`src/rtl/lava_pkg.sv`:
```
// Shared definitions for the lava-lamp HUB75 display path.
// Holds the panel geometry, the pixel field layout {R[3:0],G[3:0],B[3:0]},
// the scan FSM state type and a helper that picks one bit plane out of a pixel.
package lava_pkg;

    localparam int unsigned COLS      = 64;
    localparam int unsigned HALF_ROWS = 16;
    localparam int unsigned BPC       = 4;
    localparam int unsigned ADDR_W    = 10;
    localparam int unsigned PX_W      = 12;

    localparam int unsigned COL_W   = $clog2(COLS);
    localparam int unsigned ROW_W   = $clog2(HALF_ROWS);
    localparam int unsigned PLANE_W = $clog2(BPC);

    // Colour field offsets inside a pixel word.
    localparam int unsigned R_OFS = 8;
    localparam int unsigned G_OFS = 4;
    localparam int unsigned B_OFS = 0;

    typedef enum logic [1:0] {
        SHIFT,
        LATCH,
        GUARD,
        DISPLAY
    } scan_state_t;

    // {R,G,B} bit of the requested plane.
    function automatic logic [2:0] plane_bits(input logic [PX_W-1:0]    px,
                                              input logic [PLANE_W-1:0] plane);
        logic [BPC-1:0] r;
        logic [BPC-1:0] g;
        logic [BPC-1:0] b;
        r = px[R_OFS +: BPC];
        g = px[G_OFS +: BPC];
        b = px[B_OFS +: BPC];
        return {r[plane], g[plane], b[plane]};
    endfunction

endpackage

```
`src/rtl/bcm_timer.sv`:
```
// Loadable down-counter used to time BCM display windows and the ghost guard.
// Ports:
//   i_clk      system clock
//   i_rst      synchronous active-high reset
//   i_load     load i_load_val (takes priority over counting)
//   i_load_val window length in cycles (>= 1)
//   o_done     high on the last cycle of the loaded window
// A load on cycle t gives a window of i_load_val cycles starting at t+1.
module bcm_timer #(
    parameter int unsigned WIDTH = 10
) (
    input  logic             i_clk,
    input  logic             i_rst,
    input  logic             i_load,
    input  logic [WIDTH-1:0] i_load_val,
    output logic             o_done
);

    logic [WIDTH-1:0] r_cnt;

    always_ff @(posedge i_clk) begin
        if (i_rst) begin
            r_cnt <= '0;
        end else if (i_load) begin
            r_cnt <= i_load_val;
        end else if (r_cnt != '0) begin
            r_cnt <= r_cnt - 1'b1;
        end
    end

    assign o_done = (r_cnt == WIDTH'(1));

endmodule

```
`src/rtl/hub75_scan.sv`:
```
// HUB75 scan-out engine: reads the top/bottom display buffers (1-cycle read
// latency) and drives a 64x32 panel with 4-plane binary code modulation.
// Ports:
//   i_clk, i_rst            clock, synchronous active-high reset
//   i_din_top, i_din_btm    buffer read data {R,G,B} nibbles, valid 1 cycle after o_r_addr
//   o_r_addr                shared read address {row, col}
//   o_sclk, o_latch         panel shift clock and latch strobe
//   o_blank                 panel output enable, high = LEDs off
//   o_dout_top, o_dout_btm  {R,G,B} bit of the current plane
//   o_row_sel               panel row address
//   o_frame_done            1-cycle pulse at the end of every full frame
// Optional: define LAVA_GHOST_GUARD_EN to insert GUARD_CYCLES blanked cycles
// between LATCH and DISPLAY.
module hub75_scan
    import lava_pkg::*;
#(
    parameter int unsigned SCLK_DIV     = 2,
    parameter int unsigned BASE_TICKS   = 64,
    parameter int unsigned GUARD_CYCLES = 4
) (
    input  logic              i_clk,
    input  logic              i_rst,
    input  logic [PX_W-1:0]   i_din_top,
    input  logic [PX_W-1:0]   i_din_btm,
    output logic [ADDR_W-1:0] o_r_addr,
    output logic              o_sclk,
    output logic              o_latch,
    output logic              o_blank,
    output logic [2:0]        o_dout_top,
    output logic [2:0]        o_dout_btm,
    output logic [ROW_W-1:0]  o_row_sel,
    output logic              o_frame_done
);

    localparam int unsigned SLOT      = 2 * SCLK_DIV;
    localparam int unsigned PH_W      = $clog2(SLOT);
    localparam int unsigned MAX_TICKS = BASE_TICKS << (BPC - 1);
    localparam int unsigned TMR_MAX   = (MAX_TICKS > GUARD_CYCLES) ? MAX_TICKS : GUARD_CYCLES;
    localparam int unsigned TMR_W     = $clog2(TMR_MAX + 1);

    scan_state_t        r_state;
    scan_state_t        w_state_nxt;
    logic [ROW_W-1:0]   r_row;
    logic [ROW_W-1:0]   r_row_sel;
    logic [PLANE_W-1:0] r_plane;
    logic [COL_W-1:0]   r_col;
    logic [COL_W-1:0]   w_col_inc;
    logic [PH_W-1:0]    r_phase;
    logic               r_pre;   // SHIFT prefetch cycle
    logic               r_lat;   // second LATCH cycle
    logic [2:0]         r_dout_top;
    logic [2:0]         r_dout_btm;
    logic [2:0]         w_dout_top;
    logic [2:0]         w_dout_btm;
    logic               w_slot_start;
    logic               w_slot_end;
    logic               w_last_col;
    logic               w_tmr_load;
    logic [TMR_W-1:0]   w_tmr_val;
    logic               w_tmr_done;

    assign w_col_inc    = r_col + 1'b1;
    assign w_slot_end   = (r_phase == PH_W'(SLOT - 1));
    assign w_slot_start = (r_state == SHIFT) && !r_pre && (r_phase == '0);
    assign w_last_col   = (r_col == COL_W'(COLS - 1));

    bcm_timer #(
        .WIDTH (TMR_W)
    ) u_timer (
        .i_clk      (i_clk),
        .i_rst      (i_rst),
        .i_load     (w_tmr_load),
        .i_load_val (w_tmr_val),
        .o_done     (w_tmr_done)
    );

    // State register.
    always_ff @(posedge i_clk) begin
        if (i_rst) begin
            r_state <= SHIFT;
        end else begin
            r_state <= w_state_nxt;
        end
    end

    // Next-state logic.
    always_comb begin
        w_state_nxt = r_state;
        unique case (r_state)
            SHIFT: begin
                if (!r_pre && w_slot_end && w_last_col) begin
                    w_state_nxt = LATCH;
                end
            end
            LATCH: begin
                if (r_lat) begin
`ifdef LAVA_GHOST_GUARD_EN
                    w_state_nxt = GUARD;
`else
                    w_state_nxt = DISPLAY;
`endif
                end
            end
`ifdef LAVA_GHOST_GUARD_EN
            GUARD: begin
                if (w_tmr_done) begin
                    w_state_nxt = DISPLAY;
                end
            end
`endif
            DISPLAY: begin
                if (w_tmr_done) begin
                    w_state_nxt = SHIFT;
                end
            end
            default: w_state_nxt = SHIFT;
        endcase
    end

    // Outputs and timer control.
    always_comb begin
        o_sclk       = 1'b0;
        o_latch      = 1'b0;
        o_blank      = 1'b1;
        o_frame_done = 1'b0;
        o_r_addr     = {r_row, COL_W'(0)};
        w_tmr_load   = 1'b0;
        w_tmr_val    = TMR_W'(BASE_TICKS) << r_plane;
        unique case (r_state)
            SHIFT: begin
                o_sclk = !r_pre && (r_phase >= PH_W'(SCLK_DIV));
                // Present the next column on the last slot cycle so its data
                // lands exactly at the next slot start.
                o_r_addr = {r_row, (!r_pre && w_slot_end) ? w_col_inc : r_col};
            end
            LATCH: begin
                o_latch    = !r_lat;
                w_tmr_load = r_lat;
`ifdef LAVA_GHOST_GUARD_EN
                w_tmr_val  = TMR_W'(GUARD_CYCLES);
`endif
            end
`ifdef LAVA_GHOST_GUARD_EN
            GUARD: begin
                w_tmr_load = w_tmr_done;
            end
`endif
            DISPLAY: begin
                o_blank      = 1'b0;
                o_frame_done = w_tmr_done && (r_row == ROW_W'(HALF_ROWS - 1)) && (r_plane == '0);
            end
            default: ;
        endcase
    end

    // Data bits are taken straight from the buffer at slot start and held after.
    always_comb begin
        w_dout_top = r_dout_top;
        w_dout_btm = r_dout_btm;
        if (w_slot_start) begin
            w_dout_top = plane_bits(i_din_top, r_plane);
            w_dout_btm = plane_bits(i_din_btm, r_plane);
        end
    end

    assign o_dout_top = w_dout_top;
    assign o_dout_btm = w_dout_btm;
    assign o_row_sel  = r_row_sel;

    // Scan counters.
    always_ff @(posedge i_clk) begin
        if (i_rst) begin
            r_row      <= '0;
            r_plane    <= PLANE_W'(BPC - 1);
            r_col      <= '0;
            r_phase    <= '0;
            r_pre      <= 1'b1;
            r_lat      <= 1'b0;
            r_row_sel  <= '0;
            r_dout_top <= '0;
            r_dout_btm <= '0;
        end else begin
            r_dout_top <= w_dout_top;
            r_dout_btm <= w_dout_btm;
            unique case (r_state)
                SHIFT: begin
                    if (r_pre) begin
                        r_pre <= 1'b0;
                    end else if (w_slot_end) begin
                        r_phase <= '0;
                        r_col   <= w_col_inc;  // wraps to 0 after the last column
                    end else begin
                        r_phase <= r_phase + 1'b1;
                    end
                    if (w_state_nxt == LATCH) begin
                        r_row_sel <= r_row;
                    end
                end
                LATCH: begin
                    r_lat <= ~r_lat;
                end
                DISPLAY: begin
                    if (w_tmr_done) begin
                        r_pre <= 1'b1;
                        if (r_plane == '0) begin
                            r_plane <= PLANE_W'(BPC - 1);
                            r_row   <= r_row + 1'b1;
                        end else begin
                            r_plane <= r_plane - 1'b1;
                        end
                    end
                end
                default: ;
            endcase
        end
    end

endmodule

```
`config.mk`:
```
export PLATFORM = sky130hd
export DESIGN_NAME = hub75_scan
export DESIGN_NICKNAME = d
export VERILOG_FILES = /design/src/rtl/lava_pkg.sv /design/src/rtl/bcm_timer.sv /design/src/rtl/hub75_scan.sv
export SDC_FILE = /design/constraint.sdc
export NUM_CORES = 1
export LEC_CHECK = 0
export ABC_AREA = 1
export BUFFER_PORTS_ARGS = -buffer_cell sky130_fd_sc_hd__buf_2
export CAP_MARGIN = 0
export CORE_MARGIN = 5
export CORE_UTILIZATION = 54
export CTS_CLUSTER_SIZE = 25
export DETAILED_ROUTE_END_ITERATION = 10
export PLACE_DENSITY = 0.82
export SLEW_MARGIN = 10
export SYNTH_ARGS = -nofsm -noshare
export SYNTH_HDL_FRONTEND = slang
export SYNTH_SLANG_ARGS = --single-unit
```
`constraint.sdc`:
```
create_clock -name i_clk -period 2.1 [get_ports i_clk]
set_input_delay 0.42 -clock i_clk [delete_from_list [all_inputs] [get_ports i_clk]]
set_output_delay 0.42 -clock i_clk [all_outputs]
set_load 0.05 [all_outputs]
```
# After elaboration in Yosys (flattened, before gate mapping)
# Cells that the tools add are included.
[classes]
addsub = 5
order_cmp = 2
n_eq_ne = 8
shifts = 1
muxes = 31
n_bitwise = 2
n_reduce_logical = 21
[ops]
columns = ["operator", "n"]
rows = [
  ["10-bit two-way mux", 2],
  ["1-bit binary-select mux with 2-bit select", 6],
  ["1-bit two-way mux", 12],
  ["6-bit two-way mux", 2],
  ["10-bit by 1-bit == test with 1-bit output, second input constant", 1],
  ["2-bit two-way mux", 5],
  ["10-bit nonzero test", 1],
  ["7-bit by 2-bit << shifter with 10-bit output, first input constant", 1],
  ["10-bit by 1-bit subtractor with 10-bit output, second input constant", 1],
  ["2-bit AND reduction", 4],
  ["1-bit logical AND", 7],
  ["6-bit by 1-bit adder with 6-bit output, second input constant", 1],
  ["6-bit == test, second input constant", 1],
  ["2-bit logical NOT", 3],
  ["3-bit two-way mux", 2],
  ["2-bit case mux with 3 select lines", 1],
  ["3-bit AND reduction", 2],
  ["4-bit by 1-bit adder with 4-bit output, second input constant", 1],
  ["2-bit by 1-bit == test with 1-bit output, second input constant", 2],
  ["2-bit == test, second input constant", 2],
  ["4-bit == test, second input constant", 1],
  ["2-bit nonzero test", 2],
  ["2-bit by 3-bit less-than comparator with 1-bit output, second input constant", 1],
  ["2-bit by 1-bit adder with 2-bit output, second input constant", 1],
  ["other kinds (6)", 8],
]
[totals]
ff_bits = 38
inputBits = 26
out_inout_bits = 24
word_cells = 81

# Longest topological paths before layout
# Gate-level depths: netlist of run 1.
[depth]
depth_word = 7
ltp_mapped = 9
mapped_depth_nobuf = 9

# By module
# From an unflattened synthesis of run 1, not the netlist that was laid out.
[hier_totals]
cells_unflattened = 346
area_unflattened_um2 = 2299.7
[by_module_without_submodules]
columns = ["mod", "instances", "cells_each", "area_per_inst_um2"]
rows = [
  ["hub75_scan", 1, 239, 1601.5],
  ["bcm_timer", 1, 107, 698.2],
]

# Least setup slack after synthesis of run 1
# OpenSTA, ideal clock, no wires.
[synth_timing]
path_kind = "reg-to-output"
from = "register r_state[1]"
to = "output port o_frame_done"
arrival_ns = 1.837
t_required_ns = 1.680
slack_ns = -0.157
path_stages_with_launch = 5
path_cell_list = "dfxtp_1 nand2_1 nor3_2 nand4_1 nor2_1"
[synth_via]
elab_chain_len = 2
[synth_rtl]
columns = ["element", "line", "text"]
rows = [
  ["start: declaration", "hub75_scan.sv:41", "scan_state_t r_state;"],
  ["start signal: assignment", "hub75_scan.sv:82", "r_state <= w_state_nxt;"],
  ["2-bit == test", "hub75_scan.sv:129", "unique case (r_state)"],
  ["1-bit two-way mux", "hub75_scan.sv:129", ""],
  ["end: declaration", "hub75_scan.sv:32", "output logic o_frame_done"],
]
# Every way passes these cells.

# Worst setup path after layout of run 1
[layout_timing]
from = "register u_timer.r_cnt[6]"
to = "output port o_frame_done"
[layout_via]
elab_chain_len = 4
[layout_rtl]
columns = ["element", "line", "text"]
rows = [
  ["start: declaration", "bcm_timer.sv:19", "logic [WIDTH-1:0] r_cnt;"],
  ["start signal: assignment", "bcm_timer.sv:25", "r_cnt <= i_load_val;"],
  ["start signal: assignment", "bcm_timer.sv:27", "r_cnt <= r_cnt - 1'b1;"],
  ["10-bit by 1-bit == test with 1-bit output", "bcm_timer.sv:31", "assign o_done = (r_cnt == WIDTH'(1));"],
  ["1-bit logical AND (2 in a row)", "hub75_scan.sv:150", "o_frame_done = w_tmr_done && (r_row == ROW_W'(HALF_ROWS - 1)) && (r_plane == '0);"],
  ["1-bit two-way mux", "hub75_scan.sv:129", ""],
]
# Every way passes these cells.

==> key figures, run 1 <==
Outcome
  – Run status: complete, no violations

Synthesis
  – Synth top area share: 35.0%
  – YS warnings: 0
  – Syn Nets: 361
  – Mapped Area: 2170 µm²
  – Syn avg cell area: 6.73 µm²
  – Leading area contributor after synthesis: dfxtp_1
  – Synth Instances: 323
  – Synth top area cells: dfxtp_1 (35%), nand2_1 (11%), nor2_1 (10%)
  – Ys flop type: dfxtp_1
  – Seq cells post-synth: 38
  – Post-synth EDFFs: 0
  – Post-synthesis sequential area ratio: 35.0%
  – Synth async-reset ratio: 0%
  – Yosys cell types: 30

Critical path
  – Crit path largest cell delay: 350 ps
  – Worst endpoint data arrival time: 1590 ps
  – CP startpoint kind: flip-flop
  – Buf+Inv Stages, Crit Path: 1
  – Worst r2r dst: u_timer.r_cnt[7]
  – Slowest CP cell: dfxtp_1
  – Worst Reg-to-Reg Cells: 8
  – Required time worst endpoint: 1680 ps
  – Worst Setup SP: u_timer.r_cnt[6]
  – R2R Setup Slk: 500 ps
  – WS Path Type: reg -> out
  – Worst r2r src: r_state[0]
  – CP Capture Type: output port
  – Critical path depth: 6
  – CP Max Fanout: 4
  – Top delay family on crit path: simple AND/OR/NAND/NOR gates
  – Critical path endpoint: o_frame_done
  – Crit path cell chain: nor2_1, nand3_2, nor3_4, nand4_1, nor2_2, buf_4

GRT
  – First-pass GRT wire length: 8180 µm
  – GRT Util Overall: 18.8%
  – Pin count of the biggest net entering global routing: 21
  – Total gr overflow: 0
  – Initial antenna violation count: 0
  – Vias in the first global route: 1954

STA
  – Setup TNS: 0 ps
  – Final min period: 2010 ps
  – Setup violators final: 0
  – Fin crit share: 95.5%
  – FMAX: 499 MHz
  – Fin. Hold Viols: 0
  – Slew Limit Fails: 0
  – Slew headroom: 75.3%
  – Final Skew: 8.78 ps
  – Final Hold Slack: 478 ps
  – Worst-Margin Slew: 369 ps

Layout
  – Share of layout cells above drive strength 1: 24.8%
  – # diodes: 0
  – Final net count: 420
  – Reg area: 767 µm²
  – Final instance area: 2720 µm²
  – Syn-to-layout area delta: 25.2%
  – Multi-input logic area: 1290 µm²
  – Fin util: 69.1%
  – Filler cells: 338

Power
  – VDD IR max: 0.711 mV
  – LEAKAGE: 1.32 nW
  – PD cells: 896 nW/µm²
  – Pwr Total: 0.00244 W

Job
  – Max-Cap Viols: 0

Clocking
  – H-tree levels: 2
  – CTS Buf Count: 5
  – CTS tree: yes
  – Buffer levels on the longest clock path: 2
  – Worst skew pair latency: 290 ps
  – Clk sinks: 38
  – Root buf cell: clkbuf_8
  – CTS Hold Bufs: 0
  – Worst-path clk slew: 80 ps

Floorplan
  – Die ar.: 5400 µm²
  – CORE AREA: 3940 µm²
  – Die X: 73.5 µm
  – Height of the chip: 73.5 µm
  – # rows: 23
  – Initial core utilization: 55.2%
  – # IOs: 50

Worst hold path
  – Hold crit path type: reg -> reg

Place
  – DP HPWL: 3550 µm
  – Post-placement cell area: 2480 µm²
  – I/O Buffers: 49
  – Placer congestion estimate: 0.883

Route
  – Post-Route WL: 4990 µm
  – Drt drc: 0
  – Initial drt markers: 159
  – Avg WL per Cell: 11.5 µm
  – Drt via density: 5.14
  – Detail Route Antenna Nets: 0
  – TritonRoute pass-1 iters: 4
  – Via count: 2227
cells in the mapped netlist, types with 2 or more instances:
cell      number
nor2_1        58
nand2_1       61
or2_0          2
a21oi_1       23
o21ai_0       33
nand3_1       20
buf_2          3
nand2_2        3
nand3b_1       3
xor2_1         3
inv_2          2
nor2_2         6
clkbuf_1       3
ha_1          12
dfxtp_1       38
nor3_2         2
o22ai_1        4
nor3_1         2
inv_1         33
nand4_1        2
per-stage QoR:
| step | setup slack, ps | std cells |
|---|---|---|
| 4_1_cts | 7.93 | 428 |
| 5_1_grt | -16.8 | 433 |
| 2_1_floorplan | -132 | 323 |
| 6_report | 94.5 | 433 |
| 3_5_place_dp | 245 | 419 |
| 3_3_place_gp | 260 | 419 |
logic make-up (layout without fill, tap and decap cells):
family / after synthesis / count (layout) / synth area share, %
simple gates: 163 / 163 / 33.3
compound gates: 64 / 64 / 15.4
xor+xnor: 4 / 4 / 1.61
buf+inv: 42 / 102 / 7.77
flops: 38 / 38 / 35.0
fa+ha+maj: 12 / 12 / 6.90
tightest hold or removal path, stage by stage, from the launching register on:
cell and delay (ps):
dfxtp_1 330, nor2_1 40, nor2_1 80
placed cells by master (no fill, tap or decap), types with 3 or more instances in the layout:
cell type and count:
nand3b_1 3, nand2_1 59, nor2_2 4, o22ai_1 4, xor2_1 3, nand3_1 19, nor2_1 56, a21oi_1 23
o21ai_0 32, buf_2 36, nand2_2 5, dfxtp_1 33, nor2_4 5, dfxtp_2 5, inv_1 32, clkinvlp_4 3
buf_6 5, ha_1 12, buf_4 17, clkbuf_8 6
timing repair:
item | CTS | global route
gates resized for setup | 17 | 20
pin swaps | 0 | 2
setup buffers | 1 | 4
hold endpoints to repair | 0 | 0
gates cloned | 0 | 1
endpoints found under the setup margin | 13 | 13
sequential cells by signal, indices dropped and copies added (netlist names), 3 cells and up:
name and count:
r_dout_top 3, o_row_sel 4, r_col 6, r_row 4, u_timer.r_cnt 10, r_dout_btm 3
final cells by class:
type / count / share of cell area (%)
Sequential cell: 38 / 28.2
Timing Repair Buffer: 58 / 13.4
Multi-Input combinational cell: 243 / 47.2
Timing Repair inverter: 1 / 0.276
Inverter: 35 / 5.15
Tap cell: 50 / 2.30
Clock buffer: 6 / 3.03
Clock inverter: 2 / 0.460
power by group:
part	leakage [nW]	switching (W)	internal [W]
logic	0.961	0.000634	0.000360
clock network	0.0472	0.000262	0.000264
registers	0.310	0.000101	0.000818
total	1.32	0.000997	0.00144
worst min path at each step:
| stage | slack [ps] | end | depth (start not counted) | startpoint |
|---|---|---|---|---|
| detailed placement | 470 | o_row_sel[0] | 2 | o_row_sel[0] |
| finish | 480 | o_row_sel[0] | 2 | o_row_sel[0] |
| global placement | 460 | o_row_sel[3] | 2 | o_row_sel[3] |
| global route | 500 | o_row_sel[3] | 2 | o_row_sel[3] |
| CTS | 480 | r_dout_btm[0] | 2 | r_dout_btm[0] |
| floorplan | 450 | r_dout_btm[0] | 2 | r_dout_btm[0] |
per-layer routing:
layer	routed length, µm	share of wire [%]	GRT usage (%)	vias up
li1	-	-	-	1169
met1	2150	43	23.2	1002
met2	2480	50	32.3	49
met3	325	6.5	5.06	7
met4	38	0.76	4.43	0
met5	0	0	0	-
Note: power is estimated with default switching activity, not from simulation.
==> run 2: changes to the inputs <==
--- a/config.mk
+++ b/config.mk
@@ -9,10 +9,10 @@
 export BUFFER_PORTS_ARGS = -buffer_cell sky130_fd_sc_hd__buf_2
 export CAP_MARGIN = 0
 export CORE_MARGIN = 5
-export CORE_UTILIZATION = 54
+export CORE_UTILIZATION = 48
 export CTS_CLUSTER_SIZE = 25
 export DETAILED_ROUTE_END_ITERATION = 10
-export PLACE_DENSITY = 0.82
+export PLACE_DENSITY = 0.77
 export SLEW_MARGIN = 10
 export SYNTH_ARGS = -nofsm -noshare
 export SYNTH_HDL_FRONTEND = slang
==> constraint.sdc (replaced) <==
create_clock -name i_clk -period 1.8 [get_ports i_clk]
set_input_delay 0.36 -clock i_clk [delete_from_list [all_inputs] [get_ports i_clk]]
set_output_delay 0.36 -clock i_clk [all_outputs]
set_load 0.05 [all_outputs]
==> run 2 against run 1 <==
The flow now finishes with violations (negative setup slack). Sequential share of layout area down 3.3 points. Critical path depth unchanged. Die area up 11%. Cell count up 7.4%. Total power up 38%. Design area up 17%. Non-clock buffer count up 30.
==> key figures, run 2 (synthesis results as in run 1) <==
Outcome
  – Run status: finished, violations left
  – Violated checks: negative setup slack

Layout
  – Final net count: 450 (+7.1%)
  – Reg area: 791 µm² (+3.1%)
  – Multi-input logic area: 1440 µm² (+12%)
  – Biggest registers after layout: u_timer.r_cnt: 10 flops, r_col: 6 flops
  – Most frequent cells in the layout: nand2_1 (55), nor2_1 (51), buf_4 (38), buf_2 (35), inv_1 (27)
  – Commonest non-fill, non-tap cell in the layout: nand2_1
  – Top reg by flops: u_timer.r_cnt
  – Largest register FFs: 10 (unchanged)
  – Post-route insts no fill: 465 (+7.4%)
  – Filler cells: 309 (-8.6%)
  – Syn-to-layout area delta: 46.5%
  – # diodes: 0 (unchanged)
  – Share of layout cells above drive strength 1: 40.0% (+15 points)
  – Fin util: 72.7% (+3.6 points)

Place
  – Placer congestion estimate: 0.849 (-3.8%)
  – Setup Slack @ Placement: -26.7 ps (-272 ps)
  – DP HPWL: 3670 µm (+3.4%)
  – I/O Buffers: 49 (unchanged)
  – Placed insts: 430 (+2.6%)

GRT
  – Total gr overflow: 0 (unchanged)
  – Pin count of the biggest net entering global routing: 21 (unchanged)
  – Vias in the first global route: 2214 (+13%)
  – GRT Util Overall: 19.2% (+0.38 points)
  – First-pass GRT wire length: 9570 µm (+17%)
  – Initial antenna violation count: 0 (unchanged)

Worst hold path
  – Hold crit path type: in -> reg
  – Hold path depth: 3 (+1)

Critical path
  – Crit path cell chain: nor2_4, nand2_4, nor3_4, nand4_1, nor2_2, buf_6
  – Worst Reg-to-Reg Cells: 9 (+1)
  – Slowest CP cell: dfxtp_2
  – Worst endpoint data arrival time: 1510 ps (-80 ps)
  – Worst Setup SP: u_timer.r_cnt[8]
  – CP Max Fanout: 4 (unchanged)
  – CP Capture Type: output port
  – Required time worst endpoint: 1440 ps (-240 ps)
  – Worst r2r src: r_phase[1]
  – Top delay family on crit path: simple AND/OR/NAND/NOR gates
  – Critical path endpoint: o_frame_done
  – CP startpoint kind: flip-flop
  – R2R Setup Slk: 170 ps (-330 ps)
  – Worst r2r dst: r_state[0]
  – WS Path Type: reg -> out
  – Buf+Inv Stages, Crit Path: 1 (unchanged)
  – Critical path depth: 6 (unchanged)
  – Crit path largest cell delay: 360 ps (about the same)

Job
  – Max-Cap Viols: 0 (unchanged)

STA
  – Fin. Hold Viols: 0 (unchanged)
  – Post-route worst setup slack: -66.3 ps (-161 ps)
  – Setup TNS: -453 ps (-453 ps)
  – FMAX: 536 MHz
  – Worst-Margin Slew: 381 ps (+11.5 ps)
  – Fin crit share: 104%
  – RSZ-0062 raised after global routing: yes
  – Final min period: 1870 ps
  – Setup violators final: 12 (+12)
  – Slew Limit Fails: 0 (unchanged)
  – Slew headroom: 74.6% (-0.71 points)
  – Final Skew: 4.18 ps (-4.60 ps)

Clocking
  – Root buf cell: clkbuf_8
  – H-tree levels: 2 (unchanged)
  – CTS Buf Count: 5 (unchanged)
  – CTS Hold Bufs: 0 (unchanged)
  – CTS tree: yes
  – Clk sinks: 38 (unchanged)
  – Buffer levels on the longest clock path: 2 (unchanged)
  – Worst skew pair latency: 300 ps (about the same)
  – Worst-path clk slew: 70 ps (about the same)

Floorplan
  – Initial core utilization: 49.6% (-5.6 points)
  – Die ar.: 5980 µm² (+11%)
  – Height of the chip: 77.3 µm (+5.2%)
  – CORE AREA: 4380 µm² (+11%)
  – # IOs: 50 (unchanged)
  – Die X: 77.3 µm (+5.2%)
  – # rows: 24 (+4.3%)

Route
  – Initial drt markers: 122 (-23%)
  – TritonRoute pass-1 iters: 4 (unchanged)
  – Drt drc: 0 (unchanged)
  – Drt via density: 5.22 (+1.4%)
  – Avg WL per Cell: 13.2 µm (+14%)
  – Via count: 2425 (+8.9%)
  – Detail Route Antenna Nets: 0 (unchanged)
  – Post-Route WL: 6130 µm (+23%)

Power
  – Pwr Total: 0.00337 W (+38%)
  – Sequential Power Share: 33.0% (-4.7 points)
  – PD cells: 1060 nW/µm² (+18%)
  – Combinational share of power: 48.5% (+7.7 points)
  – Clock network fraction of design power: 18.5% (-3.1 points)
  – Psw: 0.00136 W (+36%)
  – VDD IR max: 0.593 mV (-17%)
  – Pint: 0.00201 W (+39%)
  – Switching Fraction: 40.4% (-0.52 points)
  – LEAKAGE: 1.50 nW (+14%)
[run 2: cell count changes in the layout (fill, tap and decap cells not counted), moves of 6 or more]
| cell | delta |
|---|---|
| dfxtp_2 | +10 |
| o21ai_2 | +6 |
| o21ai_1 | +8 |
| buf_6 | +7 |
| o21ai_0 | -14 |
| buf_4 | +21 |
| dfxtp_1 | -13 |
[run 2: layer usage]
layer / wire, µm / up-vias / GRT usage [%]
li1: - / 1228 / -
met1: 2550 / 1104 / 23.7
met2: 3060 / 83 / 30.6
met3: 416 / 10 / 5.50
met4: 104 / 0 / 8.93
met5: 0 / - / 0
[run 2: final cells by class]
| cell class | count | share of cell area (%) |
|---|---|---|
| multi-input combinational | 243 | 45.2 |
| sequential | 38 | 24.8 |
| timing repair buffer | 88 | 20.4 |
| inverter | 35 | 4.44 |
| clock buffer | 7 | 2.71 |
| tap | 52 | 2.04 |
| timing repair inverter | 1 | 0.236 |
| clock inverter | 1 | 0.157 |
[run 2: per-stage QoR]
step	hold WS, ps	instance area (µm²)
after floorplan	452	2180
after global placement	456	2550
after detailed placement	464	2550
after CTS	426	2970
after global routing	455	3190
final	430	3190
[run 2: power by group through the flow]
| stage | logic (W) | clock network (W) | registers, W |
|---|---|---|---|
| 3_5_place_dp | 0.00113 | 0 | 0.00107 |
| 2_1_floorplan | 0.000881 | 0 | 0.00105 |
| 6_report | 0.00163 | 0.000623 | 0.00111 |
| 5_1_grt | 0.00181 | 0.000668 | 0.00112 |
| 4_1_cts | 0.00141 | 0.000621 | 0.00110 |
| 3_3_place_gp | 0.00111 | 0 | 0.00107 |
[run 2: how the worst min path moves through the flow]
| stage | startpoint | to | slack, ps |
|---|---|---|---|
| floorplan | r_dout_btm[0] | r_dout_btm[0] | 450 |
| global placement | o_row_sel[2] | o_row_sel[2] | 460 |
| detailed placement | r_dout_btm[2] | r_dout_btm[2] | 460 |
| CTS | i_rst | r_plane[1] | 430 |
| global route | i_rst | r_plane[1] | 450 |
| finish | i_rst | r_plane[1] | 430 |
[run 2: repair_timing]
item                       4_1_cts  5_1_grt
setup endpoints to repair       13       16
cloned                           1        1
resized for setup               83       39
buffers inserted                15       10
pin swaps                       14       17
[run 2: tightest hold or removal path, stage by stage]
cell and delay (ps):
buf_2 90, inv_1 130, nand3_1 120
==> run 3: changes to the inputs <==
--- a/config.mk
+++ b/config.mk
@@ -9,11 +9,12 @@
 export BUFFER_PORTS_ARGS = -buffer_cell sky130_fd_sc_hd__buf_2
 export CAP_MARGIN = 0
 export CORE_MARGIN = 5
-export CORE_UTILIZATION = 48
+export CORE_UTILIZATION = 49
 export CTS_CLUSTER_SIZE = 25
 export DETAILED_ROUTE_END_ITERATION = 10
-export PLACE_DENSITY = 0.77
+export PLACE_DENSITY = 0.78
 export SLEW_MARGIN = 10
 export SYNTH_ARGS = -nofsm -noshare
 export SYNTH_HDL_FRONTEND = slang
+export SYNTH_HIERARCHICAL = 1
 export SYNTH_SLANG_ARGS = --single-unit
==> run 3 against run 2 <==
The run still ends with negative setup slack left. Routed wire length is 11% higher. Via count is 2.2% higher. Synthesized cell count is 7.1% higher. Combinational power is 8% lower. Die area is 3.1% higher. Critical path depth is 1 higher. Design area is 4.7% higher. Register-to-register slack worse by 190 ps. Total power is 6.5% lower. Critical path type unchanged. Critical endpoint is now o_r_addr[4].
==> key figures, run 3 <==
Outcome
  – Run status: finished, violations left
  – Violated checks: negative setup slack

STA
  – Setup violators final: 14 (+2)
  – Fin crit share: 110% (+6.5 points)
  – Slew Limit Fails: 0 (unchanged)
  – Final min period: 1980 ps (+117 ps)
  – FMAX: 504 MHz (-5.9%)
  – Post-route worst setup slack: -183 ps (-117 ps)
  – Fin. Hold Viols: 0 (unchanged)
  – RSZ-0062 raised after global routing: yes
  – Setup TNS: -1590 ps (-1140 ps)
  – Final Skew: 3.29 ps (-0.891 ps)

Route
  – Drt via density: 5.09 (-2.4%)
  – Post-Route WL: 6780 µm (+11%)
  – Via count: 2479 (+2.2%)
  – Drt drc: 0 (unchanged)
  – Initial drt markers: 123 (+0.82%)
  – Detail Route Antenna Nets: 0 (unchanged)
  – Avg WL per Cell: 13.9 µm (+5.5%)
  – TritonRoute pass-1 iters: 4 (unchanged)

Floorplan
  – # IOs: 50 (unchanged)
  – # rows: 25 (+4.2%)
  – Height of the chip: 78.5 µm (+1.5%)
  – Die ar.: 6160 µm² (+3.1%)
  – Initial core utilization: 49.7% (+0.075 points)
  – Die X: 78.5 µm (+1.5%)
  – CORE AREA: 4630 µm² (+5.6%)

Clocking
  – CTS Buf Count: 5 (unchanged)
  – CTS tree: yes
  – Worst-path clk slew: 70 ps (about the same)
  – Root buf cell: clkbuf_8
  – H-tree levels: 2 (unchanged)
  – Buffer levels on the longest clock path: 2 (unchanged)
  – Worst skew pair latency: 290 ps (about the same)
  – Clk sinks: 38 (unchanged)
  – CTS Hold Bufs: 0 (unchanged)

Synthesis
  – Yosys cell types: 32 (+6.7%)
  – Most frequent cell after synthesis: nor2_1
  – Synth top area cells: dfxtp_1 (33%), nor2_1 (12%), nand2_1 (11%)
  – Synth top area share: 33.1% (-1.9 points)
  – Post-synth top cells: nor2_1 (75), nand2_1 (65), dfxtp_1 (38)
  – Synth async-reset ratio: 0% (unchanged)
  – Mapped Area: 2300 µm² (+5.8%)
  – Seq cells post-synth: 38 (unchanged)
  – Syn avg cell area: 6.65 µm² (-1.3%)
  – Leading area contributor after synthesis: dfxtp_1
  – Post-synth EDFFs: 0 (unchanged)
  – Post-synthesis sequential area ratio: 33.1% (-1.9 points)
  – Ys flop type: dfxtp_1
  – Synth Instances: 346 (+7.1%)
  – YS warnings: 6 (+6)

Layout
  – # diodes: 0 (unchanged)
  – Top reg by flops: u_timer/r_cnt
  – Fin util: 72.1% (-0.61 points)
  – Biggest registers after layout: u_timer/r_cnt: 10 flops, r_col: 6 flops
  – Most frequent cells in the layout: nor2_1 (69), nand2_1 (51), buf_2 (35), dfxtp_1 (29), buf_4 (28)
  – Share of layout cells above drive strength 1: 40.4% (+0.46 points)
  – Syn-to-layout area delta: 45.0%
  – Final net count: 469 (+4.2%)
  – Largest register FFs: 10 (unchanged)
  – Commonest non-fill, non-tap cell in the layout: nor2_1

Critical path
  – WS Path Type: reg -> out
  – Top delay family on crit path: simple AND/OR/NAND/NOR gates
  – CP Capture Type: output port
  – CP startpoint kind: flip-flop
  – Required time worst endpoint: 1440 ps (about the same)
  – Worst Reg-to-Reg Cells: 13 (+4)
  – CP Max Fanout: 7 (+3)
  – Slowest CP cell: dfxtp_4
  – Worst endpoint data arrival time: 1620 ps (+110 ps)
  – Crit path largest cell delay: 380 ps (+20 ps)
  – Critical path depth: 7 (+1)
  – Buf+Inv Stages, Crit Path: 2 (+1)
  – Worst path most repeated cell: buf_6
  – Crit path cell chain: buf_6, ha_4, nand3_4, nor2_1, nand2_1, o21ai_2, buf_6

Power
  – PD cells: 943 nW/µm² (-11%)
  – Pwr Total: 0.00315 W (-6.5%)
  – VDD IR max: 0.572 mV (-3.5%)
  – LEAKAGE: 1.62 nW (+7.7%)

GRT
  – Total gr overflow: 0 (unchanged)
  – Initial antenna violation count: 0 (unchanged)
  – Vias in the first global route: 2243 (+1.3%)
  – Pin count of the biggest net entering global routing: 16 (-24%)
  – GRT Util Overall: 19.3% (+0.17 points)
  – First-pass GRT wire length: 9600 µm (+0.36%)

Worst hold path
  – Hold path depth: 2 (-1)
  – Hold crit path type: in -> reg

Place
  – DP HPWL: 4020 µm (+9.6%)
  – Placer congestion estimate: 0.903 (+6.3%)
  – I/O Buffers: 49 (unchanged)

Job
  – Max-Cap Viols: 0 (unchanged)
[run 3: metal layers]
metal / track usage [%] / vias to the layer above / part of all wire, %
met5: 0 / - / 0
met4: 6.64 / 0 / 2.3
met3: 4.47 / 16 / 4.0
met2: 34.7 / 67 / 52
met1: 22.3 / 1134 / 41
li1: - / 1262 / -
[run 3: cell families (layout without fill, tap and decap cells)]
kind of cell	count (synthesis)	in the layout	share of synthesized area (%)
adders and majority gates	11	11	5.98
AOI/OAI and AO/OA	46	46	10.6
and+or+nand+nor	198	198	40.2
other	1	6	0.163
xor gates and xnor gates	4	4	1.52
buffers and inverters	48	130	8.54
DFF	38	38	33.1
[run 3: what timing repair did]
action	4_1_cts	5_1_grt
setup buffers	9	10
pin swaps	7	17
setup endpoints to repair	13	19
cloned	1	0
resized for setup	65	61
[run 3: final timing paths]
kind                                  startpoint            end  slack [ps]
worst min-delay path                       i_rst  r_dout_btm[1]         420
worst max register to register  u_timer/r_cnt[8]     r_plane[1]         -20
worst min register to register             r_lat     r_state[1]         490
worst max-delay path                  r_phase[0]    o_r_addr[4]        -180
[run 3: metrics by stage]
stage / worst slack, ps / hold slack, ps / instance area, µm² / std cells
CTS: -157 / 411 / 3060 / 477
detailed placement: 25.1 / 491 / 2710 / 459
finish: -183 / 416 / 3340 / 487
floorplan: -163 / 429 / 2340 / 351
global placement: 63.2 / 485 / 2710 / 459
global route: -274 / 428 / 3340 / 487
[run 3: where the power goes]
group	internal [W]	switching [W]	total [W]	leakage, nW
combinational	0.000647	0.000852	0.00150	1.26
clock	0.000309	0.000307	0.000616	0.0482
sequential	0.000941	0.0000899	0.00103	0.315
[run 3: final cells by class]
type	count	area, µm²
Timing Repair inverter	1	7.51
Clock buffer	7	86.3
Multi-Input combinational cell	265	1600
Timing Repair Buffer	82	626
Tap cell	54	67.6
Sequential cell	38	782
Fill cell	331	1290
Inverter	39	159
Clock inverter	1	5.00
